### config.mk
export PLATFORM = sky130hd
export DESIGN_NAME = robo_arena
export DESIGN_NICKNAME = d
export VERILOG_FILES = /design/src/rtl/robo_pkg.sv /design/src/rtl/robo_cell_lookup.sv /design/src/rtl/robo_arena.sv
export SDC_FILE = /design/constraint.sdc
export NUM_CORES = 1
export LEC_CHECK = 0
export CAP_MARGIN = 20
export CORE_ASPECT_RATIO = 1.2
export CORE_MARGIN = 2
export CORE_UTILIZATION = 54
export DETAILED_ROUTE_END_ITERATION = 8
export GPL_TIMING_DRIVEN = 0
export PLACE_DENSITY = 0.73
export SETUP_SLACK_MARGIN = 0.5
export SLEW_MARGIN = 30
export SYNTH_ARGS = -nofsm -noshare
export SYNTH_HDL_FRONTEND = slang
export SYNTH_SLANG_ARGS = --single-unit
export TNS_END_PERCENT = 10
### constraint.sdc
create_clock -name clock -period 6.45 [get_ports clock]
set_input_delay 0.645 -clock clock [delete_from_list [all_inputs] [get_ports clock]]
set_output_delay 0.645 -clock clock [all_outputs]
set_load 0.05 [all_outputs]
### src/rtl/robo_pkg.sv
// Shared types and helpers for the robot arena model.
// Heading/state encodings and neighbour-cell arithmetic.
package robo_pkg;

    typedef enum logic [1:0] {
        DIR_N = 2'd0,
        DIR_E = 2'd1,
        DIR_S = 2'd2,
        DIR_W = 2'd3
    } dir_t;

    typedef enum logic [1:0] {
        ST_IDLE   = 2'd0,
        ST_MOVE   = 2'd1,
        ST_TURN   = 2'd2,
        ST_REMOVE = 2'd3
    } state_t;

    typedef struct packed {
        logic       oob;
        logic [3:0] x;
        logic [3:0] y;
    } nbr_t;

    // Edge test happens before the add/sub; on oob the pose is returned
    // unchanged so any derived index still lands inside the grid.
    function automatic nbr_t neighbour(
        input logic [3:0] x,
        input logic [3:0] y,
        input dir_t       d,
        input logic [4:0] w,
        input logic [4:0] h
    );
        nbr_t n;
        n = '{oob: 1'b0, x: x, y: y};
        case (d)
            DIR_N: if (y == 4'd0) n.oob = 1'b1;
                   else n.y = y - 4'd1;
            DIR_E: if ({1'b0, x} == w - 5'd1) n.oob = 1'b1;
                   else n.x = x + 4'd1;
            DIR_S: if ({1'b0, y} == h - 5'd1) n.oob = 1'b1;
                   else n.y = y + 4'd1;
            DIR_W: if (x == 4'd0) n.oob = 1'b1;
                   else n.x = x - 4'd1;
            default: n.oob = 1'b1;
        endcase
        return n;
    endfunction

endpackage

### src/rtl/robo_cell_lookup.sv
// Neighbour-cell lookup: wall/obstacle/mark bits of the cell one step
// from (x,y) in a given direction; outside cells read as wall.
module robo_cell_lookup
    import robo_pkg::*;
#(
    parameter int GRID_W = 8,
    parameter int GRID_H = 8
) (
    input  logic [3:0]               x_i,
    input  logic [3:0]               y_i,
    input  dir_t                     dir_i,
    input  logic [GRID_W*GRID_H-1:0] wall_i,
    input  logic [GRID_W*GRID_H-1:0] mark_i,
    input  logic [GRID_W*GRID_H-1:0] obst_i,
    output logic                     wall_o,
    output logic                     obst_o,
    output logic                     mark_o,
    output logic                     oob_o,
    output logic [7:0]               idx_o
);

    localparam int N = GRID_W * GRID_H;

    nbr_t         n;
    logic [N-1:0] wall_sh;
    logic [N-1:0] mark_sh;
    logic [N-1:0] obst_sh;

    always_comb begin
        n = neighbour(x_i, y_i, dir_i, 5'(GRID_W), 5'(GRID_H));
    end

    assign idx_o   = 8'(int'(n.y) * GRID_W + int'(n.x));
    assign wall_sh = wall_i >> idx_o;
    assign mark_sh = mark_i >> idx_o;
    assign obst_sh = obst_i >> idx_o;

    assign oob_o  = n.oob;
    assign wall_o = n.oob | wall_sh[0];
    assign obst_o = ~n.oob & obst_sh[0];
    assign mark_o = ~n.oob & mark_sh[0];

endmodule

### src/rtl/robo_arena.sv
// Robot arena: grid world with walls, marks and removable obstacles,
// executing forward/turn/remove commands and producing registered sensors.
module robo_arena
    import robo_pkg::*;
#(
    parameter int                         GRID_W        = 8,
    parameter int                         GRID_H        = 8,
    parameter logic [GRID_W*GRID_H-1:0]   WALL_MAP      = '0,
    parameter logic [GRID_W*GRID_H-1:0]   MARK_MAP      = '0,
    parameter logic [GRID_W*GRID_H-1:0]   OBST_MAP      = '0,
    parameter int                         X0            = 0,
    parameter int                         Y0            = 0,
    parameter int                         DIR0          = 0,
    parameter int                         MOVE_CYCLES   = 4,
    parameter int                         TURN_CYCLES   = 2,
    parameter int                         REMOVE_CYCLES = 6
) (
    input  logic                        clock,
    input  logic                        reset,
    input  logic                        forward,
    input  logic                        turn,
    input  logic                        remove,
    output logic                        head,
    output logic                        left,
    output logic                        under,
    output logic                        barrier,
    output logic [$clog2(GRID_W)-1:0]   pos_x,
    output logic [$clog2(GRID_H)-1:0]   pos_y,
    output logic [1:0]                  heading,
    output logic                        busy,
    output logic                        collision,
    output logic                        illegal_cmd,
    output logic [7:0]                  obst_left
);

    localparam int N  = GRID_W * GRID_H;
    localparam int XW = $clog2(GRID_W);
    localparam int YW = $clog2(GRID_H);

    // Sensor values for the reset pose, so they are valid during reset.
    localparam nbr_t R_A = neighbour(4'(X0), 4'(Y0), dir_t'(2'(DIR0)),
                                     5'(GRID_W), 5'(GRID_H));
    localparam nbr_t R_L = neighbour(4'(X0), 4'(Y0), dir_t'(2'(DIR0 + 3)),
                                     5'(GRID_W), 5'(GRID_H));
    localparam int R_AI = int'(R_A.y) * GRID_W + int'(R_A.x);
    localparam int R_LI = int'(R_L.y) * GRID_W + int'(R_L.x);
    localparam logic [N-1:0] R_WA = WALL_MAP >> R_AI;
    localparam logic [N-1:0] R_OA = OBST_MAP >> R_AI;
    localparam logic [N-1:0] R_WL = WALL_MAP >> R_LI;
    localparam logic [N-1:0] R_MC = MARK_MAP >> (Y0 * GRID_W + X0);
    localparam logic [7:0]   R_NOB = 8'($countones(OBST_MAP));

    state_t        state_q, state_d;
    logic [7:0]    cnt_q, cnt_d;
    logic [XW-1:0] x_q, x_d;
    logic [YW-1:0] y_q, y_d;
    dir_t          hd_q, hd_d;
    logic [N-1:0]  obst_q, obst_d;
    logic [7:0]    nob_q, nob_d;
    logic          blk_q, blk_d;
    logic          busy_q, busy_d;
    logic          coll_q, coll_d;
    logic          ill_q, ill_d;
    logic          head_q, head_d;
    logic          left_q, left_d;
    logic          under_q, under_d;
    logic          bar_q, bar_d;

    logic [1:0]    ncmd;
    logic          one_cmd;
    logic          multi_cmd;
    logic [3:0]    x4, y4;
    dir_t          l_dir;
    logic [7:0]    cur_idx;
    logic [N-1:0]  mark_sh;

    logic          a_wall, a_obst, a_mark, a_oob;
    logic [7:0]    a_idx;
    logic          l_wall, l_obst, l_mark, l_oob;
    logic [7:0]    l_idx;
    logic          unused_ok;

    assign ncmd      = 2'(forward) + 2'(turn) + 2'(remove);
    assign one_cmd   = (ncmd == 2'd1);
    assign multi_cmd = (ncmd >= 2'd2);
    assign x4        = 4'(x_q);
    assign y4        = 4'(y_q);
    assign l_dir     = dir_t'(hd_q - 2'd1);
    assign cur_idx   = 8'(int'(y_q) * GRID_W + int'(x_q));
    assign mark_sh   = MARK_MAP >> cur_idx;

    robo_cell_lookup #(.GRID_W(GRID_W), .GRID_H(GRID_H)) u_ahead (
        .x_i    (x4),
        .y_i    (y4),
        .dir_i  (hd_q),
        .wall_i (WALL_MAP),
        .mark_i (MARK_MAP),
        .obst_i (obst_q),
        .wall_o (a_wall),
        .obst_o (a_obst),
        .mark_o (a_mark),
        .oob_o  (a_oob),
        .idx_o  (a_idx)
    );

    robo_cell_lookup #(.GRID_W(GRID_W), .GRID_H(GRID_H)) u_left (
        .x_i    (x4),
        .y_i    (y4),
        .dir_i  (l_dir),
        .wall_i (WALL_MAP),
        .mark_i (MARK_MAP),
        .obst_i (obst_q),
        .wall_o (l_wall),
        .obst_o (l_obst),
        .mark_o (l_mark),
        .oob_o  (l_oob),
        .idx_o  (l_idx)
    );

    assign unused_ok = ^{a_mark, a_oob, l_obst, l_mark, l_oob, l_idx};

    always_ff @(posedge clock or posedge reset) begin
        if (reset) begin
            state_q <= ST_IDLE;
            cnt_q   <= '0;
        end else begin
            state_q <= state_d;
            cnt_q   <= cnt_d;
        end
    end

    always_comb begin
        state_d = state_q;
        cnt_d   = cnt_q;
        case (state_q)
            ST_IDLE: begin
                if (one_cmd) begin
                    unique case (1'b1)
                        forward: begin
                            state_d = ST_MOVE;
                            cnt_d   = 8'(MOVE_CYCLES - 1);
                        end
                        turn: begin
                            state_d = ST_TURN;
                            cnt_d   = 8'(TURN_CYCLES - 1);
                        end
                        remove: begin
                            state_d = ST_REMOVE;
                            cnt_d   = 8'(REMOVE_CYCLES - 1);
                        end
                        default: ;
                    endcase
                end
            end
            default: begin
                if (cnt_q == 8'd0) state_d = ST_IDLE;
                else cnt_d = cnt_q - 8'd1;
            end
        endcase
    end

    always_comb begin
        x_d     = x_q;
        y_d     = y_q;
        hd_d    = hd_q;
        obst_d  = obst_q;
        nob_d   = nob_q;
        blk_d   = blk_q;
        busy_d  = (state_d != ST_IDLE);
        coll_d  = 1'b0;
        ill_d   = 1'b0;
        head_d  = head_q;
        left_d  = left_q;
        under_d = under_q;
        bar_d   = bar_q;
        case (state_q)
            ST_IDLE: begin
                head_d  = a_wall;
                left_d  = l_wall;
                under_d = mark_sh[0];
                bar_d   = a_obst;
                ill_d   = multi_cmd;
                if (one_cmd && forward) begin
                    blk_d  = a_wall | a_obst;
                    coll_d = a_wall | a_obst;
                end
            end
            ST_MOVE: begin
                if (cnt_q == 8'd0 && !blk_q) begin
                    case (hd_q)
                        DIR_N:   y_d = y_q - YW'(1);
                        DIR_E:   x_d = x_q + XW'(1);
                        DIR_S:   y_d = y_q + YW'(1);
                        DIR_W:   x_d = x_q - XW'(1);
                        default: ;
                    endcase
                end
            end
            ST_TURN: begin
                if (cnt_q == 8'd0) hd_d = dir_t'(hd_q + 2'd1);
            end
            ST_REMOVE: begin
                if (cnt_q == 8'd0 && a_obst) begin
                    obst_d = obst_q & ~(N'(1) << a_idx);
                    nob_d  = nob_q - 8'd1;
                end
            end
            default: ;
        endcase
    end

    always_ff @(posedge clock or posedge reset) begin
        if (reset) begin
            x_q     <= XW'(X0);
            y_q     <= YW'(Y0);
            hd_q    <= dir_t'(2'(DIR0));
            obst_q  <= OBST_MAP;
            nob_q   <= R_NOB;
            blk_q   <= 1'b0;
            busy_q  <= 1'b0;
            coll_q  <= 1'b0;
            ill_q   <= 1'b0;
            head_q  <= R_A.oob | R_WA[0];
            left_q  <= R_L.oob | R_WL[0];
            under_q <= R_MC[0];
            bar_q   <= ~R_A.oob & R_OA[0];
        end else begin
            x_q     <= x_d;
            y_q     <= y_d;
            hd_q    <= hd_d;
            obst_q  <= obst_d;
            nob_q   <= nob_d;
            blk_q   <= blk_d;
            busy_q  <= busy_d;
            coll_q  <= coll_d;
            ill_q   <= ill_d;
            head_q  <= head_d;
            left_q  <= left_d;
            under_q <= under_d;
            bar_q   <= bar_d;
        end
    end

    assign head        = head_q;
    assign left        = left_q;
    assign under       = under_q;
    assign barrier     = bar_q;
    assign pos_x       = x_q;
    assign pos_y       = y_q;
    assign heading     = hd_q;
    assign busy        = busy_q;
    assign collision   = coll_q;
    assign illegal_cmd = ill_q;
    assign obst_left   = nob_q;

endmodule

==> flow_summary_export.csv <==
group,metric,value,unit
floorplan,dieHeight,114.2,µm
clocking,ctsHoldBuffers,0,
global_routing,grt-ovfl-total,0,
job,drv_cap,0,
worst_setup_path,reg2regPathDepth,18,
floorplan,rows,40,
placement,port-buffer-count,26,
placement,place.gp.congestion,0.9031,
layout,num_antenna_cells,0,
layout,drive_gt1_frac,0.1387,
route,routed_wl,12670,µm
floorplan,die_w,95.80,µm
yosys,ys_seq_area_frac,0.4450,
floorplan,ios,28,
clocking,htreeDepth,3,
worst_setup_path,path_max_fanout,10,
yosys,async_reset_ff_frac,1.000,
floorplan,coreArea,9910,µm²
clocking,cts_sinks,97,
sta,hold_viol,0,
clocking,clockRootBuffer,"clkbuf_16",
sta,rsz0062_at_grt,"no",
worst_setup_path,crit_top_cell,"ha_1",
route,avgRoutedWirePerCell,18.60,µm
global_routing,first_global_vias,4129,
sta,period_share,0.6950,
worst_setup_path,end_kind,"register",
floorplan,die_area,10940,µm²
yosys,synthFlopType,"dfrtp_1",
sta,setup_tns,0,ns
worst_setup_path,ff2ff_setup_slack,1.97,ns
layout,fin_util,0.6283,
yosys,synth_top_area_cell,"dfrtp_1",
sta,drv_slew,0,
clocking,cts_resized,0,
worst_setup_path,cp.arrival,4.72,ns
yosys,syn_area,5460,µm²
yosys,synth-edff-count,0,
sta,worst_pin_slew,0.5691,ns
sta,relSlewSlack,0.6177,
yosys,synth_top_area_frac,0.4354,
clocking,cts.path.max_buffers,2,
power,p_leak,2.826,nW
clocking,path_clk_slew,0.07,ns
sta,setup_viol,0,
worst_hold_path,hp-class,"register to register",
yosys,syn_inst,512,
route,firstDrtPassIters,5,
placement,hpwlAfterDp,8869,µm
yosys,ys_types,73,
worst_setup_path,crit_type,"register to register",
floorplan,start_util,0.5510,
clocking,clkLatencyLatePin,0.35,ns
yosys,ys_warn_count,0,
worst_setup_path,required,6.69,ns
worst_hold_path,holdPathEnd,"head",
layout,final_area,6226,µm²
global_routing,antenna_found_initial,0,
route,drc,0,
worst_setup_path,worstReg2RegStart,"heading[0]",
worst_hold_path,hold_path_depth,2,
sta,layout_min_cycle_time,4.483,ns
yosys,synthTopCellsByArea,"dfrtp_1, o21a_1, a21boi_1",
global_routing,grt_max_degree,63,
worst_setup_path,cp-start-kind,"register",
route,num_vias,4093,
yosys,synth_common_cells,"dfrtp_1, nand2_1, o21a_1, a21boi_1, nor3_1",
route,drtIter0Drc,345,
power,power_density,362.4,nW/µm²
yosys,syn_area_per_cell,10.66,µm²
outcome,status,"finished, final reports clean",
sta,fin_worst_skew,0.005135,ns
global_routing,grt.total_usage,0.2524,
power,peakVddDrop,254.4,µV
worst_setup_path,reg2reg_to,"obst_q[35]",
placement,place_area,5911,µm²
clocking,cts_made_buffers,9,
worst_setup_path,startpoint,"heading[0]",
global_routing,grt_pass1_wl,21090,µm
yosys,synth_nets,538,
worst_setup_path,critPathMaxStageDelay,0.47,ns
clocking,cts_tree,"done",
worst_hold_path,hp-start,"head",
clocking,cts_setup_buffers,0,
sta,max_clock_freq,223.1,MHz
yosys,synth_seq_cells,97,
route,viasPerCell,6.010,
route,ant_nets,0,
worst_setup_path,cp_slowest_cell,"dfrtp_1",
layout,nets,576,
yosys,yosysMostFrequentCell,"dfrtp_1",
layout,area_delta_synth_final,14.02,%
worst_setup_path,crit_chain,"inv_1 > ha_1 > buf_2 > a21boi_0 > or2_2 > o21ai_0 > o21ai_0 > ha_1 > ha_1 > and3_1 > nor3_1 > a31oi_1 > o211ai_2 > o21ai_1 > or4_1 > clkbuf_1 > buf_2 > o21a_1",
placed cells by master, fill, tap and decap left out, types with 4 or more instances in the layout:
cell type         n
dfrtp_1          95
nand2_1          33
o21a_1           32
a21boi_1         31
nor3_1           27
clkdlybuf4s50_1  26
nor2_1           24
inv_1            20
nor3b_1          18
ha_1             18
mux2i_1          17
nand3_1          12
o21ai_0          12
xor2_1           12
buf_2            11
mux2_2           10
clkbuf_1         10
clkbuf_16         9
a21oi_1           8
xnor2_1           8
buf_6             5
and2_1            5
a21boi_0          5
and3_1            4
nand2b_1          4
nand3b_1          4
layout make-up:
type                    instances  area [µm²]
repair buffers                 27       287.8
fillers                       796        3684
clock buffers                  11       252.7
clock inverters                 5       62.56
inverters                      21       83.83
flip-flops and latches         97        2430
plain buffers                  30       186.4
well taps                     126       157.7
multi-input cells             364        2765
critical path: cells and delay by family (launching register included):
| family | cells | cell delay [ns] |
|---|---|---|
| AO/OA/AOI/OAI | 7 | 1.03 |
| flip-flops | 1 | 0.47 |
| AND/OR/NAND/NOR | 4 | 1.31 |
| buffers and inverters | 4 | 0.83 |
| adder cells (fa/ha/maj) | 3 | 0.72 |
layer usage:
metal  routed length [µm]  up-vias  global-route usage
met2                 6203      115              0.4009
met1                 5666     2033              0.3478
li1                     -     1920                   -
met5                    0        -                   0
met4                  322        0             0.09905
met3                  475       25             0.03884
power breakdown:
part | total, mW | switching (mW) | internal, mW
logic | 0.945 | 0.606 | 0.339
registers | 0.745 | 0.0662 | 0.679
clock network | 0.567 | 0.242 | 0.325
total | 2.26 | 0.914 | 1.34
worst max path at each step:
stage                      end  slack, ns
finish              obst_q[35]       1.97
global route        obst_q[37]       1.67
CTS                 obst_q[35]       2.00
detailed placement  obst_q[38]       2.11
global placement    obst_q[10]       1.92
floorplan           obst_q[40]       2.37
registers in the layout (all words and copies together) (netlist names):
| signal | cells |
|---|---|
| obst_q | 64 |
| cnt_q | 8 |
| obst_left | 8 |
| pos_x | 3 |
| pos_y | 3 |
| heading | 2 |
| state_q | 2 |
| barrier | 1 |
| blk_q | 1 |
| busy | 1 |
| collision | 1 |
| head | 1 |
| illegal_cmd | 1 |
| left | 1 |
metrics by stage:
stage	power [mW]	std cells	setup slack, ns	hold WS, ns
after floorplan	1.448	512	2.370	0.4519
after global placement	1.660	664	1.918	0.4508
after detailed placement	1.685	665	2.107	0.4590
after CTS	2.259	681	1.995	0.4708
after global routing	2.385	681	1.671	0.4996
final	2.257	681	1.967	0.4672
cells by family after synthesis:
logic type | count (synthesis) | share of synthesized area
buf+inv | 51 | 0.04858
xor+xnor | 20 | 0.03208
mux | 32 | 0.07287
fa+ha+maj | 21 | 0.05225
flops | 97 | 0.4450
compound gates | 131 | 0.1886
other cells | 1 | 0.0006868
simple gates | 159 | 0.1599
(Power assumes the default switching activity.)
